<file path="src/rtl/disp_mux_bcd_pkg.sv">
// Segment constants and BCD-to-7-segment helper shared by the display mux.
package disp_pkg;

  localparam logic [7:0] SEG_0    = 8'hC0;
  localparam logic [7:0] SEG_1    = 8'hF9;
  localparam logic [7:0] SEG_2    = 8'hA4;
  localparam logic [7:0] SEG_3    = 8'hB0;
  localparam logic [7:0] SEG_4    = 8'h99;
  localparam logic [7:0] SEG_5    = 8'h92;
  localparam logic [7:0] SEG_6    = 8'h82;
  localparam logic [7:0] SEG_7    = 8'hF8;
  localparam logic [7:0] SEG_8    = 8'h80;
  localparam logic [7:0] SEG_9    = 8'h90;
  localparam logic [7:0] SEG_DASH = 8'hBF;
  localparam logic [7:0] SEG_OFF  = 8'hFF;
  localparam logic [3:0] AN_OFF   = 4'hF;

  // Returns active-low {g,f,e,d,c,b,a}; non-BCD codes render as a dash.
  function automatic logic [6:0] bcd_to_seg7(input logic [3:0] bcd);
    logic [7:0] seg;
    case (bcd)
      4'd0:    seg = SEG_0;
      4'd1:    seg = SEG_1;
      4'd2:    seg = SEG_2;
      4'd3:    seg = SEG_3;
      4'd4:    seg = SEG_4;
      4'd5:    seg = SEG_5;
      4'd6:    seg = SEG_6;
      4'd7:    seg = SEG_7;
      4'd8:    seg = SEG_8;
      4'd9:    seg = SEG_9;
      default: seg = SEG_DASH;
    endcase
    return seg[6:0];
  endfunction

endpackage

</file>
<file path="src/rtl/disp_mux_bcd_sseg.sv">
// Combinational decoder: BCD digit plus decimal-point request to active-low sseg.
module bcd_to_sseg
  import disp_pkg::*;
(
  input  logic [3:0] i_bcd,
  input  logic       i_dp,
  output logic [7:0] o_sseg
);

  assign o_sseg = {~i_dp, bcd_to_seg7(i_bcd)};

endmodule

</file>
<file path="src/rtl/disp_mux_bcd.sv">
// Time-multiplexed 4-digit 7-segment driver with per-frame digit snapshot.
// Optional leading-zero blanking of digits 3/2 when LEADING_ZERO_BLANK_EN is defined.
module disp_mux_bcd
  import disp_pkg::*;
#(
  parameter int unsigned REFRESH_DIV = 50000
) (
  input  logic       clk,
  input  logic       rst_n,
  input  logic [3:0] d3,
  input  logic [3:0] d2,
  input  logic [3:0] d1,
  input  logic [3:0] d0,
  input  logic [3:0] dp_in,
  output logic [3:0] an,
  output logic [7:0] sseg,
  output logic       frame_tick
);

  localparam int unsigned CNT_W = $clog2(REFRESH_DIV);

  logic [CNT_W-1:0] r_cnt;
  logic [1:0]       r_sel;
  logic [15:0]      r_snap_d;
  logic [3:0]       r_snap_dp;
  logic [3:0]       r_an;
  logic [7:0]       r_sseg;
  logic             r_frame_tick;

  logic             w_wrap;
  logic             w_load;
  logic [1:0]       w_sel_nxt;
  logic [15:0]      w_snap_d_nxt;
  logic [3:0]       w_snap_dp_nxt;
  logic [3:0]       w_digit;
  logic             w_dp_bit;
  logic [7:0]       w_sseg_dec;
  logic [3:0]       w_an_nxt;
  logic             w_blank;

  assign w_wrap        = (r_cnt == CNT_W'(REFRESH_DIV - 1));
  assign w_load        = w_wrap && (r_sel == 2'd3);
  assign w_sel_nxt     = w_wrap ? r_sel + 2'd1 : r_sel;
  assign w_snap_d_nxt  = w_load ? {d3, d2, d1, d0} : r_snap_d;
  assign w_snap_dp_nxt = w_load ? dp_in : r_snap_dp;

  // Outputs decode from next-state sel/snapshot so digit0 of a new frame already shows new data.
  assign w_digit  = w_snap_d_nxt[w_sel_nxt*4 +: 4];
  assign w_dp_bit = w_snap_dp_nxt[w_sel_nxt];
  assign w_an_nxt = ~(4'b0001 << w_sel_nxt);

  bcd_to_sseg u_dec (
    .i_bcd  (w_digit),
    .i_dp   (w_dp_bit),
    .o_sseg (w_sseg_dec)
  );

`ifdef LEADING_ZERO_BLANK_EN
  assign w_blank = ((w_sel_nxt == 2'd3) && (w_snap_d_nxt[15:12] == 4'd0)) ||
                   ((w_sel_nxt == 2'd2) && (w_snap_d_nxt[15:8] == 8'd0));
`else
  assign w_blank = 1'b0;
`endif

  always_ff @(posedge clk) begin
    if (!rst_n) begin
      r_cnt        <= '0;
      r_sel        <= '0;
      r_snap_d     <= '0;
      r_snap_dp    <= '0;
      r_an         <= AN_OFF;
      r_sseg       <= SEG_OFF;
      r_frame_tick <= 1'b0;
    end else begin
      r_cnt        <= w_wrap ? '0 : r_cnt + 1'b1;
      r_sel        <= w_sel_nxt;
      r_snap_d     <= w_snap_d_nxt;
      r_snap_dp    <= w_snap_dp_nxt;
      r_an         <= w_blank ? AN_OFF  : w_an_nxt;
      r_sseg       <= w_blank ? SEG_OFF : w_sseg_dec;
      r_frame_tick <= w_load;
    end
  end

  assign an         = r_an;
  assign sseg       = r_sseg;
  assign frame_tick = r_frame_tick;

endmodule
</file>
<file path="config.mk">
export PLATFORM = sky130hd
export DESIGN_NAME = disp_mux_bcd
export DESIGN_NICKNAME = d
export VERILOG_FILES = /design/src/rtl/disp_mux_bcd_pkg.sv /design/src/rtl/disp_mux_bcd_sseg.sv /design/src/rtl/disp_mux_bcd.sv
export SDC_FILE = /design/constraint.sdc
export NUM_CORES = 1
export LEC_CHECK = 0
export ABC_AREA = 1
export CORE_MARGIN = 5
export CORE_UTILIZATION = 50
export CTS_CLUSTER_SIZE = 12
export DETAILED_ROUTE_END_ITERATION = 10
export PLACE_DENSITY = 0.74
export SLEW_MARGIN = 40
export SYNTH_ARGS = -nofsm -noshare
export SYNTH_HDL_FRONTEND = slang
export SYNTH_SLANG_ARGS = --single-unit
</file>
<file path="constraint.sdc">
create_clock -name clk -period 2.68 [get_ports clk]
set_input_delay 0.536 -clock clk [delete_from_list [all_inputs] [get_ports clk]]
set_output_delay 0.536 -clock clk [all_outputs]
set_load 0.1 [all_outputs]
</file>
==> impl_metrics.env <==
export IMPL_syn_avg_cell_area_um2=7.36
export IMPL_hp_class="register to register"
export IMPL_fill_cells=475
export IMPL_clockBufferDepth=2
export IMPL_synth_distinct_cells=27
export IMPL_cp_common_cell="nand3_1"
export IMPL_drt_pass1_iterations=4
export IMPL_cts_clk_slew_worst_paths_ns=0.09
export IMPL_avgRoutedWirePerCell_um=10.9
export IMPL_cts_sinks=51
export IMPL_gp_congestion=0.809
export IMPL_drive_gt1_share_pct=18.2
export IMPL_maxCapViolCount=0
export IMPL_grtUsageTotal_pct=16.7
export IMPL_fmax_mhz=420
export IMPL_final_seq_area_um2=1020
export IMPL_multiInputGateArea_um2=1360
export IMPL_maxSlewViolCount=0
export IMPL_yosysMostFrequentCell="nand2_1"
export IMPL_synth_top_area_share_pct=39.9
export IMPL_grt_max_degree=26
export IMPL_vias=2213
export IMPL_pre_cts_slack_ns=0.261
export IMPL_crit_path_start_kind="register"
export IMPL_numCtsBuffers=5
export IMPL_worst_slack_ns=0.300
export IMPL_portBuffers=34
export IMPL_leakagePower_nw=1.39
export IMPL_cts_repair_resized=0
export IMPL_drc_errors=0
export IMPL_synth_edf_count=0
export IMPL_period_share_pct=88.8
export IMPL_fin_tns_setup_ns=0
export IMPL_final_hold_viol_count=0
export IMPL_synth_async_sr_flop_share_pct=0
export IMPL_synth_area_leader_cell="dfxtp_1"
export IMPL_synth_warnings=0
export IMPL_critPathMaxFanout=8
export IMPL_cpPeakStageDelay_ns=0.36
export IMPL_power_density_nw_per_um2=429
export IMPL_worst_ep_arrival_time_ns=2.56
export IMPL_grt_overflow_total=0
export IMPL_setup_viol=0
export IMPL_root_buffer="clkbuf_8"
export IMPL_slew_headroom_pct=49.3
export IMPL_first_global_vias=1979
export IMPL_required_ns=2.86
export IMPL_drt_initial_drc_count=108
export IMPL_diodes=0
export IMPL_area_growth_pct=18.8
export IMPL_syn_nets=378
export IMPL_synth_area_leaders="dfxtp_1 40%, nand2_1 15%, nand3_1 5.3%"
export IMPL_finClkSkew_ns=0.00689
export IMPL_start_util_pct=50.8
export IMPL_path_class="register to register"
export IMPL_fin_area_um2=3040
export IMPL_status="complete, no violations"
export IMPL_vias_per_cell=4.81
export IMPL_cts_htree_levels=2
export IMPL_fp_dieArea_um2=6650
export IMPL_cts_tree="done"
export IMPL_coreArea_um2=5040
export IMPL_num_io_pins=35
export IMPL_synthFlopType="dfxtp_1"
export IMPL_die_y_um=81.6
export IMPL_syn_inst=348
export IMPL_cp_cell_sequence="ha_1 > nand3_4 > nor2_4 > nand3_1 > nand2_2 > nor2_4 > nand2_1 > nand2_1 > nor2_2 > inv_1 > ha_1 > inv_1 > nand3_1 > nand3_1 > nand3_1"
export IMPL_peakVddDrop_v=0.000255
export IMPL_grt_pass1_wl_um=8830
export IMPL_synth_seq_area_share_pct=39.9
export IMPL_ant_nets=0
export IMPL_worst_setup_path_end_kind="register"
export IMPL_dp_hpwl_um=3910
export IMPL_period_minus_slack_ns=2.38
export IMPL_num_rows=26
export IMPL_synth_area_um2=2560
export IMPL_synthTopCellsByCount="101 x nand2_1, 51 x dfxtp_1, 33 x inv_1"
export IMPL_fin_nets=419
export IMPL_worstSkewPairLatency_ns=0.30
export IMPL_max_slew_worst_pin_slew_ns=0.759
export IMPL_wl_um=5030
export IMPL_hold_ws_ns=0.451
export IMPL_die_x_um=81.6
export IMPL_synth_seq_cells=51
export IMPL_antenna_found_initial=0
export IMPL_cp_slowest_cell="dfxtp_1"
export IMPL_placed_area_um2=2930
export IMPL_rsz0062_at_grt="false"
-- logic make-up after synthesis --
logic type | Yosys count | share of synthesized area, %
AO/OA/AOI/OAI | 35 | 7.28
XOR/XNOR | 3 | 1.03
adder cells (fa/ha/maj) | 8 | 3.91
buffers and inverters | 43 | 7.18
flip-flops | 51 | 39.9
multiplexers | 3 | 1.17
AND/OR/NAND/NOR | 205 | 39.5
-- timing repair --
| action | in CTS | in global routing |
|---|---|---|
| setup buffers | 0 | 4 |
| endpoints found under the setup margin | 0 | 2 |
| endpoints found under the hold margin | 0 | 0 |
| hold buffers | 0 | 0 |
-- layer usage --
layer	share of wire (%)	track usage [%]	up-vias
met2	44	26.5	37
met4	1.2	4.56	0
met1	51	22.5	981
met5	0	0	-
met3	3.8	3.84	6
li1	-	-	1189
-- path summary, 6_finish.rpt --
| kind | from | endpoint | slack (ns) | depth (start not counted) |
|---|---|---|---|---|
| max | r_cnt[0] | sseg[0] | 0.30 | 15 |
| min | r_cnt[0] | r_cnt[0] | 0.45 | 1 |
| max reg2reg | r_cnt[0] | sseg[0] | 0.30 | 15 |
| min reg2reg | r_cnt[0] | r_cnt[0] | 0.45 | 1 |
-- layout by cell type (no fill, tap or decap) --
cell,n
o21a_1,2
nand2_4,1
nor3_1,2
nor3b_1,1
nand2_2,20
or2_2,2
ha_1,8
xnor2_1,1
a21oi_1,23
o21ai_0,7
o21ai_2,1
clkinv_2,1
nor2_1,26
nor2_2,5
nand3_4,2
nand2_1,101
buf_4,20
nand3_1,27
xor2_1,2
o21ai_1,1
nand4_1,7
nor2_4,11
clkbuf_1,2
a22oi_1,1
dfxtp_1,51
inv_1,33
inv_2,3
mux2i_1,3
clkbuf_8,5
clkdlybuf4s50_1,21
-- per-stage QoR --
step / total power (W) / std cells / utilization, %
floorplan: 0.000852 / 348 / -
global placement: 0.000900 / 448 / 58.1
detailed placement: 0.000901 / 448 / 58.1
CTS: 0.00132 / 456 / 59.7
global route: 0.00137 / 460 / 60.3
finish: 0.00131 / 460 / 60.3
-- registers in the layout, summed over array words and instances (netlist names) --
name	flops
an	4
frame_tick	1
r_cnt	16
r_sel	2
r_snap_d	16
r_snap_dp	4
sseg	8
-- critical path, delay by kind of cell, from the launching register on --
family | cells | cell delay (ns)
flip-flops | 1 | 0.36
buffers and inverters | 2 | 0.17
AND/OR/NAND/NOR | 11 | 1.31
adder cells (fa/ha/maj) | 2 | 0.43
-- where the power goes --
group          internal [W]  switching [W]
registers          0.000767     0.00000419
logic             0.0000426      0.0000691
clock network      0.000184       0.000239
total              0.000993       0.000312
-- layout make-up --
| cell class | instances | share of cell area (%) |
|---|---|---|
| Multi-Input combinational cell | 254 | 44.6 |
| Sequential cell | 51 | 33.6 |
| Timing Repair Buffer | 41 | 11.9 |
| Inverter | 36 | 4.44 |
| Tap cell | 70 | 2.88 |
| Clock buffer | 7 | 2.51 |
| Clock inverter | 1 | 0.165 |
(Power assumes the default switching activity.)
==> variant: new RTL, config.mk and constraints unchanged <==
The option `LEADING_ZERO_BLANK_EN` is turned on by a define.
--- a/src/rtl/disp_mux_bcd.sv
+++ b/src/rtl/disp_mux_bcd.sv
@@ -2,2 +2,4 @@
 // Optional leading-zero blanking of digits 3/2 when LEADING_ZERO_BLANK_EN is defined.
+`define LEADING_ZERO_BLANK_EN
+
 module disp_mux_bcd
Formal check against the unedited RTL: same outputs for any inputs over 10 cycles, from zero or initial values and one cycle with rst_n low; that may be too few to reach the edited logic, so the function may still have changed.
==> variant against the original RTL <==
- sequential cell count unchanged
- power is 5.7% higher
- sequential power is essentially flat
- routed wire length increased by 5.5%
- setup slack worse by 42 ps
- cell area rose by 4.9%
- die area up 3.6%
- synthesized area up 4.1%
==> variant: results (changes against the original RTL) <==
- The number of DRC violations after detailed routing is 0 (unchanged).
- The path category of the worst min-delay check was reg2reg (unchanged).
- The instance count after placement with tap cells included is 454 (was 448).
- The first-pass GRT wire length is 9470 um (was 8830 um).
- The all-layer global routing usage is 16.2% (was 16.7%).
- The met2 track demand over resource in global routing is 24.5% (was 26.5%).
- Outcome: finished clean (unchanged).
- The complex-gate fraction of the synthesized area is 7.42% (was 7.28%).
- The fill cell total of the finished layout is 498 (was 475).
- The HPWL after detailed placement is 4060 um (was 3910 um).
- The fraction of layout cells with a size suffix above 1 is 21.6% (was 18.2%).
- The leakage power figure is 1.50 nW (was 1.39 nW).
- The largest net degree at the start of global routing is 24 (was 26).
- The post-place instance area came to 3030 um2 (was 2930 um2).
- Most used standard cells in the synthesized netlist: 86 x sky130_fd_sc_hd__nand2_1, 51 x sky130_fd_sc_hd__dfxtp_1, 41 x sky130_fd_sc_hd__nor2_1 (was 101 x sky130_fd_sc_hd__nand2_1, 51 x sky130_fd_sc_hd__dfxtp_1, 33 x sky130_fd_sc_hd__inv_1).
- The largest driver fanout on the critical path was 14 (was 8).
- The number of global-route vias before repair is 2,045 (was 1,979).
- The distinct cell type count of the synthesized netlist is 34 (was 27).
- The data arrival time of the worst path is 2620 ps (was 2560 ps).
- The maximum clock path buffer count is 2 (unchanged).
- The post-placement worst setup slack is 214 ps (was 261 ps).
- The number of buffers created by CTS is 5 (unchanged).
- The register area share after synthesis is 38.3% (was 39.9%).
- The synthesized net count is 384 (was 378).
- The number of vias per cell after detailed routing is 4.75 (was 4.81).
- The clock slew seen by the registers of the worst setup and hold paths was 90 ps (about the same).
- The peak ir drop on the vdd network is 226 uV (was 255 uV).
- The met1 usage is 22.7% (was 22.5%).
- The slew at the pin closest to its max-slew limit is 509 ps (was 759 ps).
- Largest cells by area after synthesis: sky130_fd_sc_hd__dfxtp_1 38%, sky130_fd_sc_hd__nand2_1 12%, sky130_fd_sc_hd__nor2_1 5.8% (was sky130_fd_sc_hd__dfxtp_1 40%, sky130_fd_sc_hd__nand2_1 15%, sky130_fd_sc_hd__nand3_1 5.3%).
- The global-route met3 utilization is 4.06% (was 3.84%).
- The share of synthesized cell area in full adder, half adder and majority cells is 3.76% (was 3.91%).
- The cell at the root of the clock tree is sky130_fd_sc_hd__clkbuf_8 (unchanged).
- The placer congestion estimate is 0.853 (was 0.809).
- The later pin in the worst-skew pair is clocked with a latency of 310 ps.
- The wire length per cell after detailed routing is 11.3 um (was 10.9 um).
- The number of antenna violations at the first check in global routing is 0 (unchanged).
- The number of I/O port buffers is 34 (unchanged).
- The number of nets at the end of the flow is 428 (was 419).
- The via count is 2,229 (was 2,213).
- The average cell area after synthesis is 7.52 um2 (was 7.36 um2).
- The clock tree skew after final layout is 10.7 ps (was 6.89 ps).
- The synthesis warning total is 0 (unchanged).
- The share of flip-flops with an asynchronous set or reset was 0% (unchanged).
- The post-synthesis mux area share is 0.752% (was 1.17%).
- The DRC violation total after the first TritonRoute iteration came to 125 (was 108).
- The parity-gate share of the synthesized area counting xor and xnor cells was 1.64% (was 1.03%).
## variant: cell types whose count changed in the layout (fill, tap and decap cells not counted), moves of 3 or more
cell | before | now
sky130_fd_sc_hd__nand2_1 | 101 | 86
sky130_fd_sc_hd__nor2_1 | 26 | 41
sky130_fd_sc_hd__nand3_1 | 27 | 16
sky130_fd_sc_hd__nor2_4 | 11 | 3
sky130_fd_sc_hd__a21oi_1 | 23 | 17
sky130_fd_sc_hd__nand3_2 | 0 | 5
sky130_fd_sc_hd__nand4_1 | 7 | 12
sky130_fd_sc_hd__buf_4 | 20 | 23
sky130_fd_sc_hd__inv_1 | 33 | 36
sky130_fd_sc_hd__nand2_4 | 1 | 4
sky130_fd_sc_hd__nor2_2 | 5 | 8
sky130_fd_sc_hd__nor2_8 | 0 | 3
## variant: cell type report
| class | count | area, um2 | share of cell area [%] |
|---|---|---|---|
| multi-input combinational | 254 | 1440 | 45.1 |
| clock inverter | 1 | 7.51 | 0.235 |
| clock buffer | 7 | 96.3 | 3.02 |
| tap | 70 | 87.6 | 2.75 |
| sequential | 51 | 1020 | 32.0 |
| timing repair buffer | 44 | 383 | 12.0 |
| inverter | 42 | 158 | 4.94 |
## variant: timing repair
item / in CTS / in global routing
gates resized for setup: 0 / 1
endpoints found under the hold margin: 0 / 0
setup buffers: 0 / 7
setup endpoints to repair: 0 / 6
## variant: routing by layer
| layer | part of all wire (%) | vias to the layer above |
|---|---|---|
| li1 | - | 1210 |
| met1 | 53 | 975 |
| met2 | 41 | 39 |
| met3 | 4.8 | 5 |
| met4 | 1.2 | 0 |
| met5 | 0 | - |
## variant: worst max-delay path, cell delays in order (launching register included)
cell and delay [ps]:
sky130_fd_sc_hd__dfxtp_1 380, sky130_fd_sc_hd__ha_1 490, sky130_fd_sc_hd__nand3_4 240, sky130_fd_sc_hd__nand2_1 130
sky130_fd_sc_hd__nand2_1 80, sky130_fd_sc_hd__nand2_1 70, sky130_fd_sc_hd__o21ai_0 100, sky130_fd_sc_hd__nor2_2 210
sky130_fd_sc_hd__inv_1 110, sky130_fd_sc_hd__ha_1 180, sky130_fd_sc_hd__inv_1 50, sky130_fd_sc_hd__nand3_1 90
sky130_fd_sc_hd__nand3_1 110, sky130_fd_sc_hd__nand3_2 60
## variant: path summary, 6_finish.rpt
check / cells after the start / slack, ps / start / end
max: 13 / 260 / r_sel[0] / sseg[0]
min: 1 / 460 / r_cnt[0] / r_cnt[0]
max reg2reg: 13 / 260 / r_sel[0] / sseg[0]
min reg2reg: 1 / 460 / r_cnt[0] / r_cnt[0]
## variant: power breakdown
part	switching, mW	internal [mW]	leakage, nW
sequential	0.00462	0.767	0.414
clock	0.257	0.235	0.0505
combinational	0.0714	0.0445	1.04
total	0.333	1.05	1.50
